**src/rtl/atanh_iter_pkg.sv**
```systemverilog
// Shared NN definitions: Q3.12 constants, tanh latency, FSM states and the tanh breakpoint table.
package atanh_iter_pkg;

  localparam int unsigned FRAC_BITS = 12;
  localparam logic [15:0] ONE       = 16'h1000;
  localparam logic [15:0] SAT_POS   = 16'h7FFF;
  localparam logic [15:0] SAT_NEG   = 16'h8001;
  localparam int unsigned TANH_LAT  = 5;

  typedef enum logic [2:0] {
    StIdle, StSat, StZero, StIssue, StWait, StCmp, StDone
  } state_e;

  // round(4096 * tanh(k / 16)) for k = 0..64, i.e. breakpoints every 1/16 over [0, 4]
  localparam logic [11:0] TANH_TAB [65] = '{
    12'd0,    12'd256,  12'd509,  12'd759,  12'd1003, 12'd1240, 12'd1468, 12'd1686,
    12'd1893, 12'd2088, 12'd2272, 12'd2443, 12'd2602, 12'd2748, 12'd2883, 12'd3007,
    12'd3119, 12'd3222, 12'd3315, 12'd3399, 12'd3475, 12'd3543, 12'd3604, 12'd3659,
    12'd3707, 12'd3751, 12'd3790, 12'd3825, 12'd3856, 12'd3883, 12'd3908, 12'd3929,
    12'd3949, 12'd3966, 12'd3981, 12'd3994, 12'd4006, 12'd4016, 12'd4026, 12'd4034,
    12'd4041, 12'd4048, 12'd4053, 12'd4058, 12'd4063, 12'd4067, 12'd4070, 12'd4073,
    12'd4076, 12'd4078, 12'd4080, 12'd4082, 12'd4084, 12'd4085, 12'd4086, 12'd4088,
    12'd4089, 12'd4089, 12'd4090, 12'd4091, 12'd4091, 12'd4092, 12'd4092, 12'd4093,
    12'd4093
  };

endpackage

```
**src/rtl/atanh_iter_tanh.sv**
```systemverilog
// Five-stage Q3.12 tanh: odd-symmetric piecewise-linear interpolation over 64 segments on [0, 4).
module atanh_iter_tanh
  import atanh_iter_pkg::*;
(
  input  logic        clk_i,
  input  logic        rst_ni,
  input  logic        en_i,
  input  logic [15:0] din_i,
  output logic [15:0] dout_o
);

  localparam logic [15:0] XMax = ONE << 2;

  logic [15:0] mag;
  logic        sign_q1, sign_q2, sign_q3, sign_q4;
  logic        sat_q1, sat_q2, sat_q3;
  logic [13:0] mag_q1;
  logic [11:0] t0_q2, t0_q3, y_q4;
  logic [8:0]  dt_q2;
  logic [7:0]  frac_q2;
  logic [16:0] prod_q3;
  logic [11:0] t0_lut, t1_lut;

  assign mag    = din_i[15] ? (~din_i + 16'd1) : din_i;
  assign t0_lut = TANH_TAB[{1'b0, mag_q1[13:8]}];
  assign t1_lut = TANH_TAB[{1'b0, mag_q1[13:8]} + 7'd1];

  always_ff @(posedge clk_i or negedge rst_ni) begin
    if (!rst_ni) begin
      sign_q1 <= 1'b0;
      sign_q2 <= 1'b0;
      sign_q3 <= 1'b0;
      sign_q4 <= 1'b0;
      sat_q1  <= 1'b0;
      sat_q2  <= 1'b0;
      sat_q3  <= 1'b0;
      mag_q1  <= '0;
      t0_q2   <= '0;
      t0_q3   <= '0;
      dt_q2   <= '0;
      frac_q2 <= '0;
      prod_q3 <= '0;
      y_q4    <= '0;
      dout_o  <= '0;
    end else begin
      if (en_i) begin
        sign_q1 <= din_i[15];
        sat_q1  <= (mag >= XMax);
        mag_q1  <= mag[13:0];
      end
      sign_q2 <= sign_q1;
      sat_q2  <= sat_q1;
      t0_q2   <= t0_lut;
      dt_q2   <= 9'(t1_lut - t0_lut);
      frac_q2 <= mag_q1[7:0];
      sign_q3 <= sign_q2;
      sat_q3  <= sat_q2;
      t0_q3   <= t0_q2;
      prod_q3 <= 17'(dt_q2) * 17'(frac_q2);
      sign_q4 <= sign_q3;
      // Beyond 4.0 the curve is flat to within a couple of LSBs; hold the last breakpoint.
      y_q4    <= sat_q3 ? TANH_TAB[7'd64] : t0_q3 + 12'((prod_q3 + 17'd128) >> 8);
      dout_o  <= sign_q4 ? -{4'b0, y_q4} : {4'b0, y_q4};
    end
  end

endmodule

```
**src/rtl/atanh_iter.sv**
```systemverilog
// Q3.12 atanh by 14-step bisection over x in [0, 4), using the hardware tanh as the forward model.
module atanh_iter #(
  parameter int unsigned ITER      = 14,
  parameter int unsigned TANH_LAT  = atanh_iter_pkg::TANH_LAT,
  parameter int unsigned FRAC_BITS = atanh_iter_pkg::FRAC_BITS
) (
  input  logic        clk,
  input  logic        rst,
  input  logic [15:0] din,
  input  logic        en,
  output logic        busy,
  output logic [15:0] dout,
  output logic        valid
);
  import atanh_iter_pkg::*;

  localparam int unsigned BitW = $clog2(ITER);
  localparam int unsigned CntW = $clog2(TANH_LAT);

  state_e          state_q;
  logic            sign_q;
  logic [15:0]     a_q, x_q;
  logic [BitW-1:0] bit_q;
  logic [CntW-1:0] cnt_q;

  logic [15:0] mag, cand, tanh_y, tanh_pos, x_next;
  logic        tanh_en;

  assign mag      = (din == 16'h8000) ? 16'h7FFF : (din[15] ? -din : din);
  assign cand     = x_q | (16'd1 << bit_q);
  assign tanh_en  = (state_q == StIssue);
  assign tanh_pos = tanh_y[15] ? 16'd0 : tanh_y;
  assign x_next   = (tanh_pos <= a_q) ? cand : x_q;

  atanh_iter_tanh u_tanh (
    .clk_i  (clk),
    .rst_ni (1'b1),
    .en_i   (tanh_en),
    .din_i  (cand),
    .dout_o (tanh_y)
  );

  // Compare timing comes only from cnt_q, so stale tanh results after a reset are never used.
  always_ff @(posedge clk) begin
    if (rst) begin
      state_q <= StIdle;
      sign_q  <= 1'b0;
      a_q     <= '0;
      x_q     <= '0;
      bit_q   <= '0;
      cnt_q   <= '0;
      busy    <= 1'b0;
      dout    <= '0;
      valid   <= 1'b0;
    end else begin
      valid <= 1'b0;
      unique case (state_q)
        StIdle: begin
          if (en) begin
            sign_q <= din[15];
            a_q    <= mag;
            busy   <= 1'b1;
            if (mag[15:FRAC_BITS] != '0) begin
              state_q <= StSat;
              dout    <= din[15] ? SAT_NEG : SAT_POS;
              valid   <= 1'b1;
            end else if (mag == '0) begin
              state_q <= StZero;
              dout    <= '0;
              valid   <= 1'b1;
            end else begin
              state_q <= StIssue;
              x_q     <= '0;
              bit_q   <= BitW'(ITER - 1);
            end
          end
        end
        StSat, StZero, StDone: begin
          busy    <= 1'b0;
          state_q <= StIdle;
        end
        StIssue: begin
          cnt_q   <= CntW'(TANH_LAT - 1);
          state_q <= StWait;
        end
        StWait: begin
          if (cnt_q == CntW'(1)) begin
            state_q <= StCmp;
          end else begin
            cnt_q <= cnt_q - 1'b1;
          end
        end
        StCmp: begin
          x_q <= x_next;
          if (bit_q == '0) begin
            dout    <= sign_q ? -x_next : x_next;
            valid   <= 1'b1;
            state_q <= StDone;
          end else begin
            bit_q   <= bit_q - 1'b1;
            state_q <= StIssue;
          end
        end
        default: state_q <= StIdle;
      endcase
    end
  end

endmodule
```
**config.mk**
```make
export PLATFORM = sky130hd
export DESIGN_NAME = atanh_iter
export DESIGN_NICKNAME = d
export VERILOG_FILES = /design/src/rtl/atanh_iter_pkg.sv /design/src/rtl/atanh_iter_tanh.sv /design/src/rtl/atanh_iter.sv
export SDC_FILE = /design/constraint.sdc
export NUM_CORES = 1
export LEC_CHECK = 0
export CAP_MARGIN = 20
export CORE_ASPECT_RATIO = 0.9
export CORE_MARGIN = 1
export CORE_UTILIZATION = 55
export CTS_CLUSTER_SIZE = 25
export DETAILED_ROUTE_END_ITERATION = 12
export GPL_TIMING_DRIVEN = 0
export PLACE_DENSITY = 0.73
export SLEW_MARGIN = 20
export SYNTH_ARGS = -nofsm -noshare
export SYNTH_HDL_FRONTEND = slang
export SYNTH_SLANG_ARGS = --single-unit
```
**constraint.sdc**
```tcl
create_clock -name clk -period 10 [get_ports clk]
set_clock_uncertainty 0.15 [all_clocks]
set_input_delay 1 -clock clk [delete_from_list [all_inputs] [get_ports clk]]
set_output_delay 1 -clock clk [all_outputs]
set_load 0.005 [all_outputs]
```
Word-level counts from Yosys, hierarchy flattened
Memories as Yosys holds them, arrays and structs flattened.
Index checks and enable logic that the tools add are counted.
{"block": "word_totals", "reg_bits": 168, "out_inout_bits": 18, "wordCells": 119, "romBits": 3072, "n_memories": 2, "in_bits": 19}
{"block": "classes", "reduce_logical": 15, "shift": 1, "mux": 41, "n_mul": 1, "n_lt_le_gt_ge": 4, "n_addsub": 10, "bitwise": 4, "n_eq_ne": 16}
{"memory": "(name not given)", "depth": 128, "word_bits": 12, "read_ports": 1, "rd_clocked_by_memory_dff": 0, "wr": 0, "line": "atanh_iter_tanh.sv:25", "rtl": "assign t0_lut = TANH_TAB[{1'b0, mag_q1[13:8]}];"}
{"memory": "(name not given)", "depth": 128, "word_bits": 12, "read_ports": 1, "rd_clocked_by_memory_dff": 0, "wr": 0, "line": "atanh_iter_tanh.sv:26", "rtl": "assign t1_lut = TANH_TAB[{1'b0, mag_q1[13:8]} + 7'd1];"}
{"operator": "$mux 16", "count": 13}
{"operator": "$pmux 16 s2", "count": 2}
{"operator": "$mux 12", "count": 3}
{"operator": "$neg 16->16", "count": 2}
{"operator": "$mux 9", "count": 2}
{"operator": "$add 17x8->17 const B", "count": 1}
{"operator": "$mul 9x8->17", "count": 1}
{"operator": "$add 16x1->16 const B", "count": 1}
{"operator": "$eq 16x16->1 const B", "count": 1}
{"operator": "$ge 16x15->1 const B", "count": 1}
{"operator": "$ge 8x8->1 const B", "count": 2}
{"operator": "$le 15x16->1", "count": 1}
{"operator": "$logic_not 16->1", "count": 1}
{"operator": "$mux 4", "count": 4}
{"operator": "$neg 12->16", "count": 1}
{"operator": "$not 16->16", "count": 1}
{"operator": "$or 16x16->16", "count": 1}
{"operator": "$shl 1x4->16 const A", "count": 1}
{"operator": "$mux 15", "count": 1}
{"operator": "$ne 2x2->1 const B", "count": 7}
{"operator": "$add 12x9->12", "count": 1}
{"operator": "$mux 3", "count": 4}
{"operator": "$pmux 3 s4", "count": 1}
{"operator": "$eq 3x3->1 const B", "count": 3}
{"operator": "22 further kinds", "count": 36}

Longest topological paths before layout
Gate-level depths: netlist of the first run.
{"block": "logic_depth", "ltp_word": 8, "mapped_depth": 22, "ltp_nobuf": 20}

Cells and area by module
Synthesis of the first run repeated with hierarchy kept, for this count alone.
{"block": "unflattened", "cells_unflattened": 1505, "area_unflattened_um2": 12990.0}
{"mod": "atanh_iter_tanh", "cells_each": 903, "area_each_um2": 8306.7, "n_inst": 1, "seq_area_each_um2": 2502.4}
{"mod": "atanh_iter", "cells_each": 602, "area_each_um2": 4683.2, "n_inst": 1, "seq_area_each_um2": 1221.2}

Worst setup path before layout of the first run
OpenSTA, ideal clock, no wires.
{"block": "synth_timing", "path_kind": "reg-to-reg", "start": "reg u_tanh.mag_q1[8]", "end": "reg u_tanh.dt_q2[8]", "t_arrival_ns": 4.551, "stages_incl_launch_ff": 23, "t_required_ns": 9.721, "period_less_slack_ns": 4.830, "setup_ns": 0.129, "path_buffers": 4, "setup_slack_ns": 5.170, "path_cell_list": "edfxtp_1 > ha_1 > clkbuf_1 > inv_1 > ha_1 > clkbuf_1 > clkbuf_1 > clkbuf_1 > nand2_1 > o311ai_0 > o21ai_0 > a211oi_1 > ha_1 > inv_1 > fa_1 > a21o_1 > a21oi_1 > o21bai_1 > a21oi_1 > nor2b_1 > o21ai_0 > nand2b_1 > xnor3_1"}
{"block": "synth_via", "elab_chain_len": 6, "elab_cells_between_ends": 10, "cone_classes": "add/sub (2); mux (4); bitwise (2); memory (2)"}
{"element": "start: declaration", "line": "atanh_iter_tanh.sv:17", "rtl": "logic [13:0] mag_q1;"}
{"element": "start signal: assignment", "line": "atanh_iter_tanh.sv:49", "rtl": "mag_q1 <= mag[13:0];"}
{"element": "$add 6x1->7", "line": "atanh_iter_tanh.sv:26"}
{"element": "$not 7->8 (not written as such)", "line": "atanh_iter_tanh.sv:26"}
{"element": "$mem_v2 128x12"}
{"element": "$mux 9 (not written as such) (2 in series)", "line": "atanh_iter_tanh.sv:26"}
{"element": "$sub 9x9->9 (*)", "line": "atanh_iter_tanh.sv:54", "rtl": "dt_q2 <= 9'(t1_lut - t0_lut);"}
{"element": "end signal: assignment", "line": "atanh_iter_tanh.sv:54"}
{"element": "end: declaration", "line": "atanh_iter_tanh.sv:19", "rtl": "logic [8:0] dt_q2;"}
Every way passes the cells marked *; elsewhere a longest branch is shown, timed or not. The select of a mux whose other input is x is not followed.
A chain may end at the register's enable or synchronous reset.

Final worst setup path of the first run
Ends and elaborated chain as after synthesis.

==> impl_metrics.ini, run 1 <==
[status]
status = completed

[detailed_routing]
antenna_left = 0
routed_wirelength_um = 31400
drt_iter0_markers = 1045
dr.pass1.iters = 6
via_count = 10700
drc_errors = 0
drt-wirelength-per-cell_um = 17.7
via_per_inst = 6.05

[sta]
layout_min_cycle_time_ps = 6220
period_share_pct = 62.2
finalHoldViolCount = 0
whs_ps = 170
setup-tns-final_ps = 0
final-setup-viol-count = 0
rsz0062_at_grt = false
setup_slack_ps = 3780
tightestPinTransition_ps = 852
max_clock_freq_mhz = 161
relSlewSlack_pct = 42.8
maxSlewViolCount = 0

[floorplan]
fp.dieW_um = 158
io_pins = 37
die_area_mm2 = 0.0226
rows = 51
die_h_um = 143
initial_core_util_pct = 56.0
design.core.area_mm2 = 0.0216

[yosys]
ys_types = 98
synth_top_family_by_area = compound AO/OA/AOI/OAI gates
synth_ff_type = dfxtp_1
synth_compound_area_share_pct = 21.8
syn_inst = 1418
ys_seq_area_share_pct = 27.9
yosys.area_share.xor_xnor_pct = 5.54
ys_warn_count = 0
synthMuxAreaShare_pct = 1.55
synth_area_mm2 = 0.0121
async_flop_share_pct = 0
synthAdderAreaFrac_pct = 16.7
avgSynthCellArea_um2 = 8.54
yosys_register_bits = 161
synth_fp_nets = 1573
synthSimpleGateAreaFrac_pct = 19.8
synth_edf_count = 16

[global_route]
antenna_found_initial = 0
grt_pass1_vias = 10200
gr-total-overflow = 0
grt_util_met1_pct = 42.3
use_met3_pct = 5.40
grt_max_degree = 18
globalRouteMet2Util_pct = 42.9
grt_use_total_pct = 29.0
grt_busiest_layer = met2
grt_pass1_wl_um = 51400

[critical_path]
required_ps = 10150
critPathMaxFanout = 11
crit_path_max_incr_delay_ps = 640
start_kind = flop
worstPathArrival_ps = 6370
cpMostUsedCell = clkbuf_1
cp_top_family = buffers and inverters
crit_type = flop to flop
path_cells = ha_1 -> clkbuf_1 -> inv_1 -> ha_1 -> clkbuf_1 -> clkbuf_1 -> clkbuf_1 -> nand2_1 -> o311ai_0 -> o21ai_0 -> a211oi_1 -> ha_1 -> inv_1 -> fa_1 -> a21o_1 -> a21oi_1 -> o21bai_1 -> a21oi_1 -> nor2b_1 -> o21ai_0 -> nand2b_1 -> xnor3_1
worst_setup_path_end_kind = flop
slowest_stage = edfxtp_1
cp_num_buf_inv = 6

[run]
maxCapViolCount = 0

[final_layout]
area_growth_pct = 10.5
diodes = 0
final_util_pct = 61.9
fin_cells = 1773
final_nets = 1624
drive_gt1_share_pct = 5.80

[placed_design]
port_buffers = 32
hpwl_um = 23900
placedCellCount = 1741
place_ws_ps = 3980
gp_routability_congestion = 0.949

[pwr]
p_leak_nw = 5.44
cellPowerDensity_mw_per_mm2 = 137
peakVddDrop_mv = 0.136

[clocking]
clockBufferDepth = 2
cts_resized = 0
clk_pin_slew_ps = 60
cts_sinks = 161
htree_levels = 4
clkLatencyLatePin_ps = 440
cts_made_buffers = 17
cts_tree = yes
root_buffer = clkbuf_16
ctsHoldBuffers = 0
post_cts_buffers = 0

[min_path]
min_path_type = flop to flop
-- synthesized netlist by cell type, types with 21 or more instances --
master / count / share of area [%]
dfxtp_1: 145 / 24
inv_1: 123 / 3.8
nand2_1: 122 / 3.8
ha_1: 93 / 9.6
nor2_1: 92 / 2.9
a21oi_1: 76 / 3.1
and2_1: 69 / 3.6
clkbuf_1: 67 / 2.1
o21ai_0: 62 / 2.6
xnor2_1: 45 / 3.3
fa_1: 43 / 7.1
nand3_1: 38 / 1.6
a31oi_1: 33 / 1.7
xor2_1: 29 / 2.1
nor2b_1: 28 / 1.4
nand2b_1: 21 / 1.1
-- worst reg2reg max path, cell delays in order, from the launching register on --
cell	delay, ps
edfxtp_1	640
ha_1	250
clkbuf_1	530
inv_1	330
ha_1	360
clkbuf_1	290
clkbuf_1	440
clkbuf_1	390
nand2_1	120
o311ai_0	100
o21ai_0	130
a211oi_1	350
ha_1	230
inv_1	50
fa_1	400
a21o_1	180
a21oi_1	220
o21bai_1	90
a21oi_1	210
nor2b_1	70
o21ai_0	150
nand2b_1	70
xnor3_1	340
-- path summary, 6_finish.rpt --
check	start	endpoint	slack, ps	cells after the start
max	u_tanh.mag_q1[8]	u_tanh.dt_q2[8]	3780	22
min	u_tanh.t0_q2[1]	u_tanh.t0_q3[1]	170	0
max reg2reg	u_tanh.mag_q1[8]	u_tanh.dt_q2[8]	3780	22
min reg2reg	u_tanh.t0_q2[1]	u_tanh.t0_q3[1]	170	0
-- cell families (layout without fill, tap and decap cells) --
logic type,Yosys count,after routing
flip-flops,161,161
multiplexers,16,16
AND/OR/NAND/NOR,461,461
buffers and inverters,206,270
adder cells (fa/ha/maj),136,136
XOR/XNOR,75,75
AO/OA/AOI/OAI,363,363
-- registers in the layout, summed over array words and instances, names as in the netlist, 3 cells and up --
register and count:
dout 16, u_tanh.prod_q3 10, u_tanh.mag_q1 14, x_q 16, u_tanh.dt_q2 9, u_tanh.y_q4 12, bit_q 4, u_tanh.dout_o 16
u_tanh.t0_q3 12, a_q 16, state_q 3, u_tanh.frac_q2 8, u_tanh.t0_q2 12, cnt_q 3
-- cell type report --
class                           count  area (um^2)
Buffer                             81          332
Clock buffer                       23          509
Clock inverter                      9         82.6
Fill cell                        1908         8250
Inverter                          125          469
Multi-Input combinational cell   1051         7930
Sequential cell                   161         3380
Tap cell                          291          364
Timing Repair Buffer               32          320
-- per-layer routing --
| metal | routed length (um) | share of wire, % |
|---|---|---|
| met1 | 15100 | 48 |
| met3 | 2260 | 7.2 |
| met5 | 0 | 0 |
| met2 | 13400 | 43 |
| met4 | 644 | 2.0 |
-- report_power, final --
part	switching [mW]	internal [mW]	leakage, nW
Combinational	0.228	0.198	3.80
Sequential	0.0434	0.718	1.35
Clock	0.278	0.366	0.290
Total	0.549	1.28	5.44
-- stage by stage --
step / area [um^2] / total power, mW
2_1_floorplan: 12100 / 1.10
3_3_place_gp: 12800 / 1.19
3_5_place_dp: 12800 / 1.20
4_1_cts: 13400 / 1.84
5_1_grt: 13400 / 1.94
6_report: 13400 / 1.83
-- cell usage in the layout (no fill, tap or decap), types with 13 or more instances in the layout --
cell type        netlist  layout
nand3_1               38      38
nor3_1                16      16
o21ai_0               62      62
clkbuf_16              0      18
nor2_1                92      92
a31oi_1               33      33
xor2_1                29      29
ha_1                  93      93
xnor2_1               45      45
o31ai_1               13      13
inv_1                123     123
a221oi_1              17      17
and2_1                69      69
o211ai_1              18      18
fa_1                  43      43
a21oi_1               76      76
a211oi_1              19      19
nand2_1              122     122
dfxtp_1              145     145
and3_1                13      13
edfxtp_1              16      16
nand2b_1              21      21
nor2b_1               28      28
clkbuf_1              67      68
clkdlybuf4s50_1        0      32
Note: power is estimated with default switching activity, not from simulation.
==> run 2: changes to the inputs <==
--- a/config.mk
+++ b/config.mk
@@ -12,7 +12,7 @@
 export CTS_CLUSTER_SIZE = 25
 export DETAILED_ROUTE_END_ITERATION = 12
 export GPL_TIMING_DRIVEN = 0
-export PLACE_DENSITY = 0.73
+export PLACE_DENSITY = 0.75
 export SLEW_MARGIN = 20
 export SYNTH_ARGS = -nofsm -noshare
 export SYNTH_HDL_FRONTEND = slang
==> constraint.sdc (replaced) <==
create_clock -name clk -period 5.3 [get_ports clk]
set_clock_uncertainty 0.15 [all_clocks]
set_input_delay 0.53 -clock clk [delete_from_list [all_inputs] [get_ports clk]]
set_output_delay 0.53 -clock clk [all_outputs]
set_load 0.005 [all_outputs]
==> run 2 against run 1 <==
Net effect:
- non-clock buffer count up 1
- largest cell class unchanged
- count of clock-buffer cells in the layout down 4
- sequential cell count unchanged
- critical endpoint unchanged
- critical path type unchanged
- largest power group unchanged
==> impl_metrics.ini, run 2 (synthesized netlist as in run 1, its figures left out) <==
[status]
status = completed

[clocking]
cts_made_buffers = 17
htree_levels = 4
cts_sinks = 161
ctsHoldBuffers = 0
clkLatencyLatePin_ps = 430
root_buffer = clkbuf_16
clockBufferDepth = 2
clk_pin_slew_ps = 60
cts_tree = yes

[placed_design]
gp_routability_congestion = 0.953
port_buffers = 32
postPlaceCellArea_mm2 = 0.0128
hpwl_um = 24000

[detailed_routing]
antenna_left = 0
routed_wirelength_um = 31800
drt-wirelength-per-cell_um = 17.9
dr.pass1.iters = 6
drc_errors = 0
via_per_inst = 6.08
via_count = 10800
drt_iter0_markers = 962

[sta]
period_share_pct = 95.0
final-setup-viol-count = 0
max_clock_freq_mhz = 199
rsz0062_at_grt = false
relSlewSlack_pct = 40.9
finalHoldViolCount = 0
maxSlewViolCount = 0
setup-tns-final_ps = 0
tightestPinTransition_ps = 881
layout_min_cycle_time_ps = 5040

[critical_path]
worst_setup_path_end_kind = flop
start_kind = flop
crit_type = flop to flop
cp_num_buf_inv = 4
cp_top_family = compound AO/OA/AOI/OAI gates
slowest_stage = a311oi_1
critPathMaxFanout = 10
crit_path_max_incr_delay_ps = 670
path_cells = buf_4 -> inv_1 -> ha_1 -> clkbuf_1 -> inv_1 -> nand2_1 -> o21ai_0 -> nand2_1 -> a311oi_1 -> a21oi_1 -> fa_1 -> a21o_1 -> a21oi_1 -> o21bai_1 -> a21oi_1 -> nor2b_1 -> o21ai_0 -> nand2b_1 -> xnor3_1
cpMostUsedCell = a21oi_1
worstPathArrival_ps = 5190
required_ps = 5450

[floorplan]
initial_core_util_pct = 56.0
design.core.area_mm2 = 0.0216
io_pins = 37
fp.dieW_um = 158
rows = 51
die_h_um = 143
die_area_mm2 = 0.0226

[run]
maxCapViolCount = 0

[global_route]
gr-total-overflow = 0
grt_use_total_pct = 29.4
grt_max_degree = 18
antenna_found_initial = 0
grt_pass1_vias = 10300
grt_pass1_wl_um = 52100

[final_layout]
final_nets = 1625
final_cell_mix = dfxtp_1 (145), inv_1 (122), nand2_1 (122)
layout_commonest_cell = dfxtp_1
area_growth_pct = 11.0
final_area_mm2 = 0.0134
diodes = 0
drive_gt1_share_pct = 6.74

[min_path]
min_path_type = flop to flop

[pwr]
peakVddDrop_mv = 0.189
p_leak_nw = 5.49
cellPowerDensity_mw_per_mm2 = 259
-- run 2: cell type report --
cell class | instances | area [um^2]
multi-input cells | 1051 | 7950
plain buffers | 79 | 334
clock inverters | 13 | 139
inverters | 125 | 473
clock buffers | 19 | 453
fillers | 1928 | 8190
flip-flops and latches | 161 | 3380
repair buffers | 35 | 343
well taps | 291 | 364
-- run 2: through the flow --
step | hold slack, ps | total power, mW | util [%] | std cells | setup slack (ps)
final | 175 | 3.49 | 62.1 | 1774 | 263
after global routing | 182 | 3.68 | 62.1 | 1774 | 7.08
after CTS | 176 | 3.50 | 62.0 | 1775 | 96.4
after detailed placement | 162 | 2.27 | 59.1 | 1741 | -640
after global placement | 160 | 2.25 | 59.1 | 1741 | -647
after floorplan | 160 | 2.07 | - | 1418 | 470
-- run 2: where the power goes --
group	switching, mW	internal (mW)	total, mW
Sequential	0.0830	1.35	1.44
Combinational	0.441	0.376	0.817
Clock	0.539	0.691	1.23
Total	1.06	2.42	3.49
-- run 2: worst paths after layout --
check / to / depth (start not counted) / slack [ps] / from
max: u_tanh.dt_q2[8] / 19 / 260 / u_tanh.mag_q1[8]
min: u_tanh.sign_q3 / 0 / 180 / u_tanh.sign_q2
max reg2reg: u_tanh.dt_q2[8] / 19 / 260 / u_tanh.mag_q1[8]
min reg2reg: u_tanh.sign_q3 / 0 / 180 / u_tanh.sign_q2
-- run 2: layer usage --
layer  part of all wire [%]  GRT usage, %  vias up
met3                    7.7          6.07       55
met2                     43          44.2      436
met1                     47          42.7     5146
met5                      0             0        -
met4                    1.5          7.09        0
li1                       -             -     5148
-- run 2: repair_timing --
| action | 4_1_cts | 5_1_grt |
|---|---|---|
| gates resized for setup | 4 | 16 |
| setup buffers | 3 | 0 |
| endpoints found under the setup margin | 2 | 3 |
